[src/rtl/pipeline_ctrl.sv]
`default_nettype none
// ============================================================================
// Module      : pipeline_ctrl
// Description : Hazard and stage-control unit for a 5-stage in-order pipeline
//               (IF/ID/EX/MEM/WB).
//
//               Each cycle the block takes exactly one of four actions, in
//               this priority order:
//                 1. freeze   (mem_busy)
//                 2. redirect (redirect)
//                 3. RAW stall
//                 4. normal advance
//
//               It tracks a small record per stage and produces these outputs:
//                 - stall, flush and bubble controls
//                 - the operand forwarding selects for EX
//                 - a saturating counter of RAW stall cycles
//
// Configuration:
//               FORWARDING_EN defined
//                 - Only a load-use pair causes a RAW stall.
//                 - EX operands take forwarded values from MEM or WB.
//               FORWARDING_EN undefined (default)
//                 - Any in-flight EX or MEM writer of a used ID source causes
//                   a RAW stall.
//                 - WB needs no stall: the register file writes before it is
//                   read.
//                 - Both forwarding selects are tied to 0.
//
// Ports       :
//   clk                   in   clock, all state on posedge
//   rst                   in   asynchronous reset, active low
//   fetch_valid           in   instruction entering IF/ID this cycle
//   id_rs1 / id_rs2       in   source registers of the ID instruction
//   id_rs1_used/_rs2_used in   source operand actually read
//   id_rd                 in   destination register of the ID instruction
//   id_reg_write          in   ID instruction writes id_rd
//   id_mem_read           in   ID instruction is a load
//   redirect              in   taken branch/jump resolved in EX
//   mem_busy              in   memory stage not ready, whole pipe frozen
//   stall_if / stall_id   out  hold PC / hold IF/ID register
//   flush_id              out  squash IF/ID contents
//   bubble_ex             out  insert a NOP into EX
//   ex_valid, mem_valid,
//   wb_valid              out  stage valid bits
//   fwd_a_sel / fwd_b_sel out  0 regfile, 1 MEM result, 2 WB result
//   hazard_count          out  number of RAW stall cycles, saturating
//
// Revision    : 1.0  initial release
// ============================================================================
module pipeline_ctrl #(
    parameter int REG_ADDR_W = 5,
    parameter int CNT_W      = 16
) (
    input  logic                  clk,
    input  logic                  rst,
    input  logic                  fetch_valid,
    input  logic [REG_ADDR_W-1:0] id_rs1,
    input  logic [REG_ADDR_W-1:0] id_rs2,
    input  logic                  id_rs1_used,
    input  logic                  id_rs2_used,
    input  logic [REG_ADDR_W-1:0] id_rd,
    input  logic                  id_reg_write,
    input  logic                  id_mem_read,
    input  logic                  redirect,
    input  logic                  mem_busy,
    output logic                  stall_if,
    output logic                  stall_id,
    output logic                  flush_id,
    output logic                  bubble_ex,
    output logic                  ex_valid,
    output logic                  mem_valid,
    output logic                  wb_valid,
    output logic [1:0]            fwd_a_sel,
    output logic [1:0]            fwd_b_sel,
    output logic [CNT_W-1:0]      hazard_count
);

    localparam logic [CNT_W-1:0]      c_CNT_ONE = {{(CNT_W-1){1'b0}}, 1'b1};
    localparam logic [REG_ADDR_W-1:0] c_X0      = '0;

    // ------------------------------------------------------------------
    // Stage records
    // ------------------------------------------------------------------
    logic                  r_id_valid;

    logic                  r_ex_valid;
    logic [REG_ADDR_W-1:0] r_ex_rs1;
    logic [REG_ADDR_W-1:0] r_ex_rs2;
    logic                  r_ex_rs1_used;
    logic                  r_ex_rs2_used;
    logic [REG_ADDR_W-1:0] r_ex_rd;
    logic                  r_ex_reg_write;
    logic                  r_ex_mem_read;

    logic                  r_mem_valid;
    logic [REG_ADDR_W-1:0] r_mem_rd;
    logic                  r_mem_reg_write;
    logic                  r_mem_mem_read;

    logic                  r_wb_valid;
    logic [REG_ADDR_W-1:0] r_wb_rd;
    logic                  r_wb_reg_write;
    logic                  r_wb_mem_read;

    logic [CNT_W-1:0]      r_hazard_count;

    // ------------------------------------------------------------------
    // Hazard detection
    // ------------------------------------------------------------------
    logic w_id_hits_ex;
    logic w_id_hits_mem;
    logic w_raw_hazard;
    logic w_load_ex;
    logic w_unused_fields;

    // A producer hits the ID instruction only through a source that is
    // actually read. x0 is hard-wired, so it never creates a dependency.
    assign w_id_hits_ex  = (r_ex_rd != c_X0) &&
                           ((id_rs1_used && (id_rs1 == r_ex_rd)) ||
                            (id_rs2_used && (id_rs2 == r_ex_rd)));
    assign w_id_hits_mem = (r_mem_rd != c_X0) &&
                           ((id_rs1_used && (id_rs1 == r_mem_rd)) ||
                            (id_rs2_used && (id_rs2 == r_mem_rd)));

`ifdef FORWARDING_EN
    // Only a load in EX cannot forward in time to the dependent instruction.
    assign w_raw_hazard = r_id_valid && r_ex_valid && r_ex_mem_read && w_id_hits_ex;
    assign w_unused_fields = r_wb_mem_read;
`else
    assign w_raw_hazard = r_id_valid &&
                          ((r_ex_valid  && r_ex_reg_write  && w_id_hits_ex) ||
                           (r_mem_valid && r_mem_reg_write && w_id_hits_mem));
    // Operand and WB fields are tracked but not consumed without forwarding.
    assign w_unused_fields = ^{r_ex_rs1, r_ex_rs2, r_ex_rs1_used, r_ex_rs2_used,
                               r_wb_rd, r_wb_reg_write, r_wb_mem_read};
`endif

    // ID moves into EX only on a normal advance with a valid instruction.
    assign w_load_ex = r_id_valid && !redirect && !w_raw_hazard;

    // ------------------------------------------------------------------
    // Pipeline control outputs
    // ------------------------------------------------------------------
    // Gating with rst keeps the input-driven controls at 0 while the
    // pipeline is held in reset.
    always_comb begin
        stall_if  = 1'b0;
        stall_id  = 1'b0;
        flush_id  = 1'b0;
        bubble_ex = 1'b0;
        if (rst) begin
            if (mem_busy) begin
                stall_if = 1'b1;
                stall_id = 1'b1;
            end else if (redirect) begin
                flush_id  = 1'b1;
                bubble_ex = 1'b1;
            end else if (w_raw_hazard) begin
                stall_if  = 1'b1;
                stall_id  = 1'b1;
                bubble_ex = 1'b1;
            end
        end
    end

    // MEM takes priority over WB because it holds the younger value. A load
    // result is not yet available in MEM, so a load is only forwarded from WB.
    always_comb begin
        fwd_a_sel = 2'd0;
        fwd_b_sel = 2'd0;
`ifdef FORWARDING_EN
        if (rst && r_ex_valid && r_ex_rs1_used && (r_ex_rs1 != c_X0)) begin
            if (r_mem_valid && r_mem_reg_write && !r_mem_mem_read && (r_mem_rd == r_ex_rs1))
                fwd_a_sel = 2'd1;
            else if (r_wb_valid && r_wb_reg_write && (r_wb_rd == r_ex_rs1))
                fwd_a_sel = 2'd2;
        end
        if (rst && r_ex_valid && r_ex_rs2_used && (r_ex_rs2 != c_X0)) begin
            if (r_mem_valid && r_mem_reg_write && !r_mem_mem_read && (r_mem_rd == r_ex_rs2))
                fwd_b_sel = 2'd1;
            else if (r_wb_valid && r_wb_reg_write && (r_wb_rd == r_ex_rs2))
                fwd_b_sel = 2'd2;
        end
`endif
    end

    assign ex_valid     = r_ex_valid;
    assign mem_valid    = r_mem_valid;
    assign wb_valid     = r_wb_valid;
    assign hazard_count = r_hazard_count;

    // ------------------------------------------------------------------
    // Record update
    // ------------------------------------------------------------------
    always_ff @(posedge clk or negedge rst) begin
        if (!rst) begin
            r_id_valid      <= 1'b0;
            r_ex_valid      <= 1'b0;
            r_ex_rs1        <= '0;
            r_ex_rs2        <= '0;
            r_ex_rs1_used   <= 1'b0;
            r_ex_rs2_used   <= 1'b0;
            r_ex_rd         <= '0;
            r_ex_reg_write  <= 1'b0;
            r_ex_mem_read   <= 1'b0;
            r_mem_valid     <= 1'b0;
            r_mem_rd        <= '0;
            r_mem_reg_write <= 1'b0;
            r_mem_mem_read  <= 1'b0;
            r_wb_valid      <= 1'b0;
            r_wb_rd         <= '0;
            r_wb_reg_write  <= 1'b0;
            r_wb_mem_read   <= 1'b0;
            r_hazard_count  <= '0;
        end else if (!mem_busy) begin
            // Older instructions drain on every non-frozen cycle, whatever
            // happens at the front of the pipe.
            r_mem_valid     <= r_ex_valid;
            r_mem_rd        <= r_ex_rd;
            r_mem_reg_write <= r_ex_reg_write;
            r_mem_mem_read  <= r_ex_mem_read;
            r_wb_valid      <= r_mem_valid;
            r_wb_rd         <= r_mem_rd;
            r_wb_reg_write  <= r_mem_reg_write;
            r_wb_mem_read   <= r_mem_mem_read;

            // EX either takes the ID instruction or becomes a bubble
            // (redirect, RAW stall, or no valid instruction in ID).
            r_ex_valid      <= w_load_ex;
            r_ex_rs1        <= w_load_ex ? id_rs1 : c_X0;
            r_ex_rs2        <= w_load_ex ? id_rs2 : c_X0;
            r_ex_rs1_used   <= w_load_ex && id_rs1_used;
            r_ex_rs2_used   <= w_load_ex && id_rs2_used;
            r_ex_rd         <= w_load_ex ? id_rd : c_X0;
            r_ex_reg_write  <= w_load_ex && id_reg_write;
            r_ex_mem_read   <= w_load_ex && id_mem_read;

            if (redirect) begin
                r_id_valid <= 1'b0;
            end else if (w_raw_hazard) begin
                // ID holds its instruction. The stall is counted up to
                // all-ones and then stays there.
                if (r_hazard_count != {CNT_W{1'b1}})
                    r_hazard_count <= r_hazard_count + c_CNT_ONE;
            end else begin
                r_id_valid <= fetch_valid;
            end
        end
    end

endmodule
`default_nettype wire
[config.mk]
export PLATFORM = sky130hd
export DESIGN_NAME = pipeline_ctrl
export DESIGN_NICKNAME = d
export VERILOG_FILES = /design/src/rtl/pipeline_ctrl.sv
export SDC_FILE = /design/constraint.sdc
export NUM_CORES = 1
export LEC_CHECK = 0
export ABC_CLOCK_PERIOD_IN_PS = 2200
export CAP_MARGIN = 0
export CORE_UTILIZATION = 42
export CTS_CLUSTER_DIAMETER = 100
export CTS_CLUSTER_SIZE = 40
export DETAILED_ROUTE_END_ITERATION = 8
export GPL_TIMING_DRIVEN = 0
export PLACE_DENSITY = 0.75
export SKIP_LAST_GASP = 1
export SLEW_MARGIN = 20
export SYNTH_ARGS = -nofsm -noshare
export SYNTH_HDL_FRONTEND = slang
export SYNTH_SLANG_ARGS = --single-unit
[constraint.sdc]
create_clock -name clk -period 2.2 [get_ports clk]
set_clock_uncertainty 0.2 [all_clocks]
set_input_delay 0.33 -clock clk [delete_from_list [all_inputs] [get_ports clk]]
set_output_delay 0.33 -clock clk [all_outputs]
set_load 0.02 [all_outputs]
# Word level (Yosys, flattened, before mapping)
# Cells that the tools add are included.
# word_totals
out_inout_bits	27
regBits	32
inputBits	24
# op_classes
n_bitwise	2
add_sub_neg	1
n_mux	13
eq_ne	6
n_reduce_logical	23
# ops
cell	n
== test 5 bit	4
adder 16 x 1 -> 16 bit, second input constant	1
inequality test 16 bit, second input constant	1
logical AND 1 bit	14
2-to-1 mux 1 bit	12
nonzero test 5 bit	2
2-to-1 mux 5 bit	1
AND reduction 4 bit	1
logical OR 1 bit	3
zero test 1 bit	2
inequality test 2 bit, second input constant	1
inverter 1 bit	2
AND reduction 2 bit	1

# Logic depth before layout (Yosys ltp)
# Gate-level depths: netlist (run 1).
# logic_depth
word_depth	11
mapped_depth	8

# Least setup slack after synthesis (run 1)
# OpenSTA, ideal clock, no wires.
# synth_timing
path_kind	register to output
from	reg r_ex_rd[0]
to	out stall_if
stages_incl_launch_ff	8
t_arrival_ps	2002
required_ps	1670
setup_slack_ps	-332
path_cell_list	dfrtp_1 -> or3_1 -> o311a_1 -> a22oi_4 -> buf_6 -> nor3b_2 -> o21a_1 -> buf_4
# synth_via
elab_chain_len	11
elab_cells_between_ends	14
cone_classes	2 x eq/ne; 4 x mux; 8 x reduce/logical
# synth_rtl
item	line_no	source
from (decl)	92	logic [REG_ADDR_W-1:0] r_ex_rd;
from (signal assigned)	235	r_ex_rd <= w_load_ex ? id_rd : c_X0;
== test 5 bit, on equally long branches	120, 121	
logical AND 1 bit, on equally long branches	120, 121	
logical OR 1 bit	120	((id_rs1_used && (id_rs1 == r_ex_rd)) ||
logical AND 1 bit *	119	assign w_id_hits_ex = (r_ex_rd != c_X0) &&
logical AND 1 bit *	132	((r_ex_valid && r_ex_reg_write && w_id_hits_ex) ||
logical OR 1 bit *	132	
logical AND 1 bit *	131	assign w_raw_hazard = r_id_valid &&
2-to-1 mux 1 bit * (4 in series)	--	
to (decl)	67	output logic stall_if,
# Every way passes the cells marked *; elsewhere a longest branch is shown, timed or not.

# Worst setup path in the final report (run 1)
# layout_timing
from	reg r_mem_rd[1]
to	out bubble_ex
# layout_via
elab_chain_len	11
elab_cells_between_ends	14
cone_classes	2 x eq/ne; 4 x mux; 8 x reduce/logical
# layout_rtl
item	line_no	source
from (decl)	97	logic [REG_ADDR_W-1:0] r_mem_rd;
from (signal assigned)	220	r_mem_rd <= r_ex_rd;
== test 5 bit, on equally long branches	123, 124	
logical AND 1 bit, on equally long branches	123, 124	
logical OR 1 bit	123	((id_rs1_used && (id_rs1 == r_mem_rd)) ||
logical AND 1 bit *	122	assign w_id_hits_mem = (r_mem_rd != c_X0) &&
logical AND 1 bit *	133	(r_mem_valid && r_mem_reg_write && w_id_hits_mem));
logical OR 1 bit *	132	
logical AND 1 bit *	131	
2-to-1 mux 1 bit *	159	end else if (w_raw_hazard) begin
2-to-1 mux 1 bit *	156	end else if (redirect) begin
2-to-1 mux 1 bit *	153	if (mem_busy) begin
2-to-1 mux 1 bit *	152	if (rst) begin
to (decl)	70	output logic bubble_ex,
# Marks and branches as above.

==> metrics.txt, run 1 <==
met3 WL=~220 um; max incr delay on CP=between 400 and 500 ps; area of the die=4410 um^2; antenna cells=0; Ys Warns=0; grt ovf=0; Worst Path Buf+Inv=2; Root Buffer=clkbuf_8; Via density=5.09; Clock Path Buffers=2; Die Wd=~66 um; Core Box Area=roughly 4000 um^2; Clock Pin Slew Worst Setup and Hold Paths=roughly 60 ps; setup ws final=-558 ps; required time worst endpoint=~1700 ps; crit path cell chain=or3_1 > o311a_4 > a22oi_4 > buf_6 > and2b_2 > o21a_4 > buf_6; row count=23; failing checks=negative setup slack; vias=around 1.4k; input/output buffers=45; most frequent cell on the critical path=buf_6; share of layout cells above drive strength 1=0.319; critical path depth=7; crit path max-delay cell type=dfrtp_1; # IOs=slightly above 50; WL met1=approximately 1800 um; H-tree depth=2; CP delay by family, top=compound AO/OA/AOI/OAI gates; CP startpoint kind=flip-flop; Layout area overhead=55.1%; nets=250; drt first-iter violations=65; Leakage Power=~1.3 nW; max-slew violations=0; Post-route DRC=0; Seq/Total Area, Yosys=0.460; cell count after synthesis=155; Syn Area/Cell=approximately 11 um^2; Max Cap Viol=0; CP endpoint=bubble_ex; clock sinks=32; Slew @ Worst Pin=between 400 and 500 ps; antenna violations before repair=0; Mapped Area=1740 um^2; Cell Pwr Density=474 nW/um^2; highest metal used=met4; first-pass GRT wire length=6230 um; Detail Placement HPWL=about 2700 um; Yosys cell types=35; total negative slack=-1630 ps; Die H=~66 um; Worst-Skew Late Latency=between 200 and 300 ps; maximum vdd drop=0.322 mV; antenna-violating nets left=0; Critical Path End Type=primary output; slew margin rel.=0.666; FF-to-FF End=hazard_count[1]; wire per inst=~15 um; CTS tree=built; FMAX=363 MHz; RSZ-0062 raised after global routing=true; Worst R2R Path Depth=7; tightest hold margin=roughly 300 ps; most common cell after layout, fill and taps aside=clkdlybuf4s50_1; reg-to-reg startpoint=hazard_count[8]; vias in the first global route=1378; Final setup viols=5; CP Launch Point=r_mem_rd[1]; Setup CP Type=reg2out; Tot GR Track Use=0.194; hold crit path type=reg2reg; final hold vios=0; FF+latch count, synth=32; pin count of the biggest net entering global routing=24; status=finished, violations left; GP Congestion=0.828; Tcrit/Tclk final=1.25; Pre-antenna DRT Iters=4; Detailed Route WL=between 4000 and 5000 um; initial core utilization=0.435; Num CTS Buffers=5; R2R setup slack=-50 ps; routed wl met2=slightly below 2000 um; Final min period=between 2000 and 3000 ps; most frequent cells in the layout=clkdlybuf4s50_1 (40), dfrtp_1 (31), xnor2_1 (19); crit-path max FO=3; crit path DAT=between 2000 and 2500 ps
[worst min path at each step]
stage	slack (ps)	cells after the start	to	startpoint
6_report	300	1	hazard_count[12]	hazard_count[12]
5_1_grt	320	1	hazard_count[12]	hazard_count[12]
4_1_cts	290	1	hazard_count[12]	hazard_count[12]
3_5_place_dp	30	1	ex_valid	rst
3_3_place_gp	280	1	hazard_count[12]	hazard_count[12]
2_1_floorplan	-170	0	ex_valid	rst
[report_power, final]
part           leakage [nW]  switching, mW  internal [mW]
logic                 0.827         0.0902          0.118
clock network        0.0455          0.198          0.255
registers             0.441         0.0154          0.604
[what timing repair did]
item / CTS / global route
endpoints found under the setup margin: 23 / 19
gates resized for setup: 21 / 31
pin swaps: 4 / 10
buffers inserted: 8 / 5
hold buffers: 2 / 0
endpoints found under the hold margin: 9 / 0
[per-stage QoR]
| step | cell area, um^2 | power [mW] | std cells | setup WS (ps) | utilization |
|---|---|---|---|---|---|
| global placement | 2290 | 0.813 | 253 | -1240 | 0.573 |
| global route | 2700 | 1.34 | 276 | -619 | 0.675 |
| detailed placement | 2310 | 0.821 | 254 | -1100 | 0.579 |
| floorplan | 1780 | 0.725 | 158 | -280 | - |
| finish | 2700 | 1.28 | 276 | -558 | 0.675 |
| CTS | 2500 | 1.28 | 271 | -648 | 0.625 |
[per-layer routing]
layer	vias to the layer above	track usage
met5	-	0
met4	0	0.0559
met3	5	0.0534
met2	42	0.321
met1	673	0.245
li1	684	-
[cell usage after synthesis (all sizes together)]
cell type	number	area [um^2]
o22ai	2	12.5
ha	1	12.5
and2b	1	8.76
xor2	15	131
buf	10	81.3
o21a	2	15.0
nor2	2	7.51
and4	2	17.5
a22o	6	53.8
nand3	6	30.0
a211o	1	8.76
nor3b	4	35.0
o21ai	1	5.00
and2	2	13.8
a21o	1	7.51
dfrtp	32	801
or3	2	12.5
conb	1	3.75
nor4	5	31.3
nor2b	1	6.26
xnor2	20	175
o311a	2	21.3
a22oi	1	21.3
and3	2	12.5
mux2	9	101
nand4	6	37.5
nand2	9	33.8
inv	1	3.75
nor3	8	40.0
[kinds of logic after synthesis]
| family | share of synthesized area |
|---|---|
| AO/OA/AOI/OAI | 0.0833 |
| XOR/XNOR | 0.176 |
| adder cells (fa/ha/maj) | 0.00718 |
| buffers and inverters | 0.0488 |
| flip-flops | 0.460 |
| multiplexers | 0.0582 |
| other | 0.00215 |
| AND/OR/NAND/NOR | 0.165 |
[registers in the layout, summed over array words and instances (netlist names)]
| name | cells |
|---|---|
| hazard_count | 16 |
| r_ex_rd | 5 |
| r_mem_rd | 5 |
| ex_valid | 1 |
| mem_valid | 1 |
| r_ex_reg_write | 1 |
| r_id_valid | 1 |
| r_mem_reg_write | 1 |
| wb_valid | 1 |
[layout make-up]
| class | instances | area [um^2] |
|---|---|---|
| multi-input cells | 115 | 1060 |
| flip-flops and latches | 32 | 802 |
| clock buffers | 8 | 90.1 |
| inverters | 1 | 3.75 |
| plain buffers | 9 | 90.1 |
| repair buffers | 61 | 594 |
| fillers | 342 | 1300 |
| well taps | 50 | 62.6 |
Note: power is estimated with default switching activity, not from simulation.
==> run 2: changes to the inputs <==
==> config.mk (replaced) <==
export PLATFORM = sky130hd
export DESIGN_NAME = pipeline_ctrl
export DESIGN_NICKNAME = d
export VERILOG_FILES = /design/src/rtl/pipeline_ctrl.sv
export SDC_FILE = /design/constraint.sdc
export NUM_CORES = 1
export LEC_CHECK = 0
export ABC_CLOCK_PERIOD_IN_PS = 2700
export CAP_MARGIN = 0
export CORE_UTILIZATION = 47
export CTS_CLUSTER_SIZE = 40
export DETAILED_ROUTE_END_ITERATION = 8
export GPL_TIMING_DRIVEN = 0
export PLACE_DENSITY = 0.79
export SKIP_LAST_GASP = 1
export SYNTH_ARGS = -nofsm -noshare
export SYNTH_HDL_FRONTEND = slang
export SYNTH_SLANG_ARGS = --single-unit
==> constraint.sdc (replaced) <==
create_clock -name clk -period 2.7 [get_ports clk]
set_clock_uncertainty 0.2 [all_clocks]
set_input_delay 0.405 -clock clk [delete_from_list [all_inputs] [get_ports clk]]
set_output_delay 0.405 -clock clk [all_outputs]
set_load 0.02 [all_outputs]
==> metrics.txt, run 2 (synthesis results as in run 1) <==
input/output buffers=45 (unchanged); CTS tree=built; H-tree depth=2 (unchanged); R2R setup slack=260 ps (+310 ps); maximum vdd drop=0.274 mV (-15%); row count=21 (-8.7%); Root Buffer=clkbuf_8; antenna violations before repair=0 (unchanged); Final setup viols=3 (-2); Setup CP Type=reg2out; clock sinks=32 (unchanged); Tot GR Track Use=0.224 (+0.0305); antenna cells=0 (unchanged); area of the die=3950 um^2 (-10%); max-slew violations=0 (unchanged); Clock Pin Slew Worst Setup and Hold Paths=60 ps (about the same); Max Cap Viol=0 (unchanged); Worst R2R Path Depth=8 (+1); combinational share of power=0.153 (-0.010); max incr delay on CP=380 ps (-30 ps); Core Box Area=3440 um^2 (-14%); first-pass GRT wire length=6750 um (+8.3%); Num CTS Buffers=5 (unchanged); most common cell after layout, fill and taps aside=clkdlybuf4s50_1; hold crit path type=reg2reg; antenna-violating nets left=0 (unchanged); max FFs per register=16 (unchanged); share of layout cells above drive strength 1=0.241 (-0.0775); tightest hold margin=288 ps (-9.64 ps); grt ovf=0 (unchanged); Internal=809 uW (-17%); most frequent cells in the layout=clkdlybuf4s50_1 (32), dfrtp_1 (31), xnor2_1 (18); Post-route DRC=0 (unchanged); Detail Placement HPWL=2780 um (+2.5%); WHS Path Cells=1 (unchanged); drt first-iter violations=65 (unchanged); CP delay by family, top=compound AO/OA/AOI/OAI gates; crit path cell chain=or3_1 > o311a_1 > a22oi_4 > buf_6 > nor3b_4 > o21a_1 > buf_4 > buf_4; status=finished, violations left; vias=1445 (+2.9%); Seq pwr share=0.477 (-0.007); Worst Path Buf+Inv=3 (+1); crit path DAT=2220 ps (about the same); CP startpoint kind=flip-flop; worst slack at placement=-802 ps (+298 ps); Sw Ratio=0.235 (-0.00190); initial core utilization=0.506 (+0.0706); Via density=5.35 (+5.2%); Leakage Power=1.24 nW (-5.8%); setup ws final=-124 ps (+433 ps); vias in the first global route=1485 (+7.8%); Worst-Skew Late Latency=280 ps (about the same); total negative slack=-345 ps (+1280 ps); pin count of the biggest net entering global routing=33 (+38%); crit-path max FO=3 (unchanged); Detailed Route WL=4210 um (+3.0%); most frequent cell on the critical path=buf_4; Die Wd=62.9 um (-5.3%); CP endpoint=stall_if; GP Congestion=0.907 (+9.5%); nets=249 (-0.40%); FMAX=approximately 350 MHz; reg-to-reg startpoint=hazard_count[0]; required time worst endpoint=2100 ps (+430 ps); FF-to-FF End=hazard_count[8]; critical path depth=8 (+1); total power draw=1.06 mW (-17%); Clk pwr share=0.370 (+0.017); Clock Path Buffers=2 (unchanged); Cell Pwr Density=422 nW/um^2 (-11%); Critical Path End Type=primary output; Pre-antenna DRT Iters=4 (unchanged); final hold vios=0 (unchanged); total net switching power=249 uW (-18%); Inst Count DP=249 (-2.0%); crit path max-delay cell type=dfrtp_1; failing checks=negative setup slack; Tcrit/Tclk final=1.05; wire per inst=15.6 um (+5.3%); RSZ-0062 raised after global routing=true; Finished Layout Cells=270 (-2.2%); HP Start=hazard_count[12]; fill count=258 (-25%); Die H=62.9 um (-5.3%); CP Launch Point=r_ex_rd[0]; Layout area overhead=43.7%; Final min period=approximately 2800 ps; # IOs=51 (unchanged)
[run 2: changes by cell type in the layout (fill, tap and decap cells not counted), sizes merged]
cell and change:
dlymetal6s2s +1, dlygate4sd2 +7, dlygate4sd3 -1, clkbuf -1
clkdlybuf4s50 -8
[run 2: layer usage]
layer / routed length, um / track usage / share of wire
met2: 2240 / 0.397 / 0.53
met1: 1690 / 0.250 / 0.40
met3: 206 / 0.0620 / 0.049
met4: 70 / 0.0930 / 0.017
met5: 0 / 0 / 0
[run 2: worst register-to-register path: stages, from the launching register on]
cell     delay, ps
dfrtp_1        410
ha_1           230
and4_1         220
and3_1         280
nand2_1         90
o21ai_1        350
buf_2          300
nor3_1         100
xor2_1         140
[run 2: through the flow]
| stage | area [um^2] | utilization |
|---|---|---|
| floorplan | 1750 | - |
| global placement | 2260 | 0.657 |
| detailed placement | 2260 | 0.655 |
| CTS | 2460 | 0.715 |
| global route | 2500 | 0.727 |
| finish | 2500 | 0.727 |
[run 2: worst min-delay path by stage]
stage	slack (ps)	endpoint
5_1_grt	320	hazard_count[12]
4_1_cts	290	hazard_count[12]
6_report	290	hazard_count[12]
2_1_floorplan	-90	ex_valid
3_3_place_gp	270	hazard_count[12]
3_5_place_dp	290	hazard_count[12]
[run 2: repair_timing]
item | 4_1_cts | 5_1_grt
endpoints found under the setup margin | 3 | 3
hold buffers | 2 | 0
setup buffers | 9 | 3
hold endpoints to repair | 32 | 0
pin swaps | 7 | 7
resized for setup | 29 | 4
[run 2: layout make-up]
type | instances | area, um^2 | area share
Clock buffer | 7 | 96.3 | 0.0385
Sequential cell | 32 | 802 | 0.320
Timing Repair Buffer | 59 | 562 | 0.224
Multi-Input combinational cell | 115 | 901 | 0.360
Tap cell | 46 | 57.6 | 0.0230
Inverter | 1 | 3.75 | 0.00150
Buffer | 10 | 81.3 | 0.0325
[run 2: power groups by stage]
stage	Clock (mW)	Combinational (mW)	Sequential [mW]
2_1_floorplan	0	0.0709	0.517
3_3_place_gp	0	0.142	0.515
3_5_place_dp	0	0.144	0.516
4_1_cts	0.399	0.158	0.505
5_1_grt	0.423	0.173	0.506
6_report	0.391	0.162	0.504
==> run 3: changes to the inputs <==
--- a/config.mk
+++ b/config.mk
@@ -5,7 +5,7 @@
 export SDC_FILE = /design/constraint.sdc
 export NUM_CORES = 1
 export LEC_CHECK = 0
-export ABC_CLOCK_PERIOD_IN_PS = 2700
+export ABC_CLOCK_PERIOD_IN_PS = 2850
 export CAP_MARGIN = 0
 export CORE_UTILIZATION = 47
 export CTS_CLUSTER_SIZE = 40
==> constraint.sdc (replaced) <==
create_clock -name clk -period 2.85 [get_ports clk]
set_clock_uncertainty 0.2 [all_clocks]
set_input_delay 0.4275 -clock clk [delete_from_list [all_inputs] [get_ports clk]]
set_output_delay 0.4275 -clock clk [all_outputs]
set_load 0.02 [all_outputs]
==> metrics.txt, run 3 (synthesis results as in run 1) <==
Core Box Area=3440 um^2 (unchanged); row count=21 (unchanged); max FFs per register=16 (unchanged); antenna violations before repair=0 (unchanged); clock sinks=32 (unchanged); slew margin rel.=0.529; Post-route DRC=0 (unchanged); CP startpoint kind=flip-flop; worst slack at placement=-697 ps (+105 ps); vias in the first global route=1462 (-1.5%); fill count=254 (-1.6%); max-slew violations=0 (unchanged); Num CTS Buffers=5 (unchanged); Post-Layout Inst Area=2480 um^2 (-0.95%); Root Buffer=clkbuf_8; tightest hold margin=-5.00 ps (-293 ps); input/output buffers=45 (unchanged); Cell Pwr Density=403 nW/um^2 (-4.7%); # IOs=51 (unchanged); status=finished, violations left; total negative slack=-6.65 ps (+338 ps); multi-input logic area=893 um^2 (-0.83%); crit path DAT=2230 ps (about the same); grt ovf=0 (unchanged); pin count of the biggest net entering global routing=35 (+6.1%); Via density=5.29 (-1.1%); Tot GR Track Use=0.218 (-0.00604); required time worst endpoint=2220 ps (+120 ps); failing checks=negative hold slack, negative setup slack; first-pass GRT wire length=6620 um (-1.9%); antenna-violating nets left=0 (unchanged); Seq. cell area=802 um^2 (unchanged); hold buffers post-CTS=0 (-2); Die Wd=62.9 um (unchanged); Placed Area=2260 um^2 (unchanged); Slew @ Worst Pin=just over 700 ps; antenna cells=0 (unchanged); Die H=62.9 um (unchanged); crit-path max FO=3 (unchanged); nets=246 (-1.2%); Detail Placement HPWL=2780 um (unchanged); Critical Path End Type=primary output; vias=1413 (-2.2%); setup ws final=-6.65 ps (+118 ps); Detailed Route WL=4060 um (-3.4%); H-tree depth=2 (unchanged); most frequent cells in the layout=clkdlybuf4s50_1 (32), dfrtp_1 (31), xnor2_1 (19); wire per inst=15.2 um (-2.3%); Final setup viols=1 (-2); share of layout cells above drive strength 1=0.231 (-0.0103); Tcrit/Tclk final=1.00; Clock Path Buffers=2 (unchanged); FF-to-FF End=hazard_count[1]; CP Launch Point=r_ex_rd[0]; maximum vdd drop=0.263 mV (-4.0%); Clock Pin Slew Worst Setup and Hold Paths=60 ps (about the same); Final min period=~2900 ps; CP endpoint=stall_if; CTS tree=built; Pre-antenna DRT Iters=4 (unchanged); most common cell after layout, fill and taps aside=clkdlybuf4s50_1; RSZ-0062 raised after global routing=true; Setup CP Type=reg2out; final hold vios=9 (+9); reg-to-reg startpoint=r_mem_rd[1]; drt first-iter violations=55 (-15%); FMAX=around 350 MHz; GP Congestion=0.907 (unchanged); Layout area overhead=42.4%; area of the die=3950 um^2 (unchanged); R2R setup slack=360 ps (+100 ps); total power draw=998 uW (-5.6%); initial core utilization=0.506 (unchanged); Leakage Power=1.27 nW (+2.9%); hold crit path type=in2async; Worst R2R Path Depth=10 (+2); Worst-Skew Late Latency=280 ps (about the same); Max Cap Viol=0 (unchanged)
[run 3: cell types whose count changed in the layout (fill, tap and decap cells not counted), sizes merged]
cell          previous run  this run
buf                     27        25
dlygate4sd2              8         0
dlygate4sd3              1         0
dlymetal6s2s             1         9
[run 3: routing by layer]
layer | global-route usage | routed length, um | part of all wire
met1 | 0.250 | 1650 | 0.41
met2 | 0.372 | 2120 | 0.52
met3 | 0.0639 | 213 | 0.052
met4 | 0.0988 | 71 | 0.017
met5 | 0 | 0 | 0
[run 3: timing repair]
action                                  4_1_cts  5_1_grt
resized for setup                            16       13
buffers inserted                              9        2
pin swaps                                     5        4
endpoints found under the setup margin        3        3
[run 3: worst min path at each step]
stage / startpoint / end / slack (ps) / cells past startpoint
2_1_floorplan: rst / ex_valid / -70 / 0
3_3_place_gp: hazard_count[12] / hazard_count[12] / 270 / 1
3_5_place_dp: hazard_count[12] / hazard_count[12] / 290 / 1
4_1_cts: rst / r_mem_reg_write / 20 / 1
5_1_grt: rst / wb_valid / 50 / 1
6_report: rst / r_ex_rd[4] / -5 / 1
[run 3: layout make-up]
cell class | count | area share
inverter | 1 | 0.00151
multi-input combinational | 115 | 0.360
sequential | 32 | 0.323
buffer | 10 | 0.0328
tap | 46 | 0.0232
clock buffer | 7 | 0.0388
timing repair buffer | 56 | 0.220
[run 3: where the power goes]
group          switching [mW]  internal [mW]
clock network           0.158          0.215
logic                  0.0669         0.0808
registers              0.0113          0.466
total                   0.236          0.762
[run 3: stage by stage]
step	instances	util	hold slack, ps
after global placement	249	0.657	275
after detailed placement	249	0.655	288
final	267	0.720	-5.00
after floorplan	158	-	-68.1
after CTS	265	0.704	15.8
after global routing	267	0.720	46.4
[run 3: critical path: stages, from the launching register on]
cell	delay [ps]
dfrtp_1	380
or3_1	380
o311a_1	340
a22oi_4	230
buf_6	140
nor3b_4	40
o21a_1	180
buf_4	120
buf_2	150
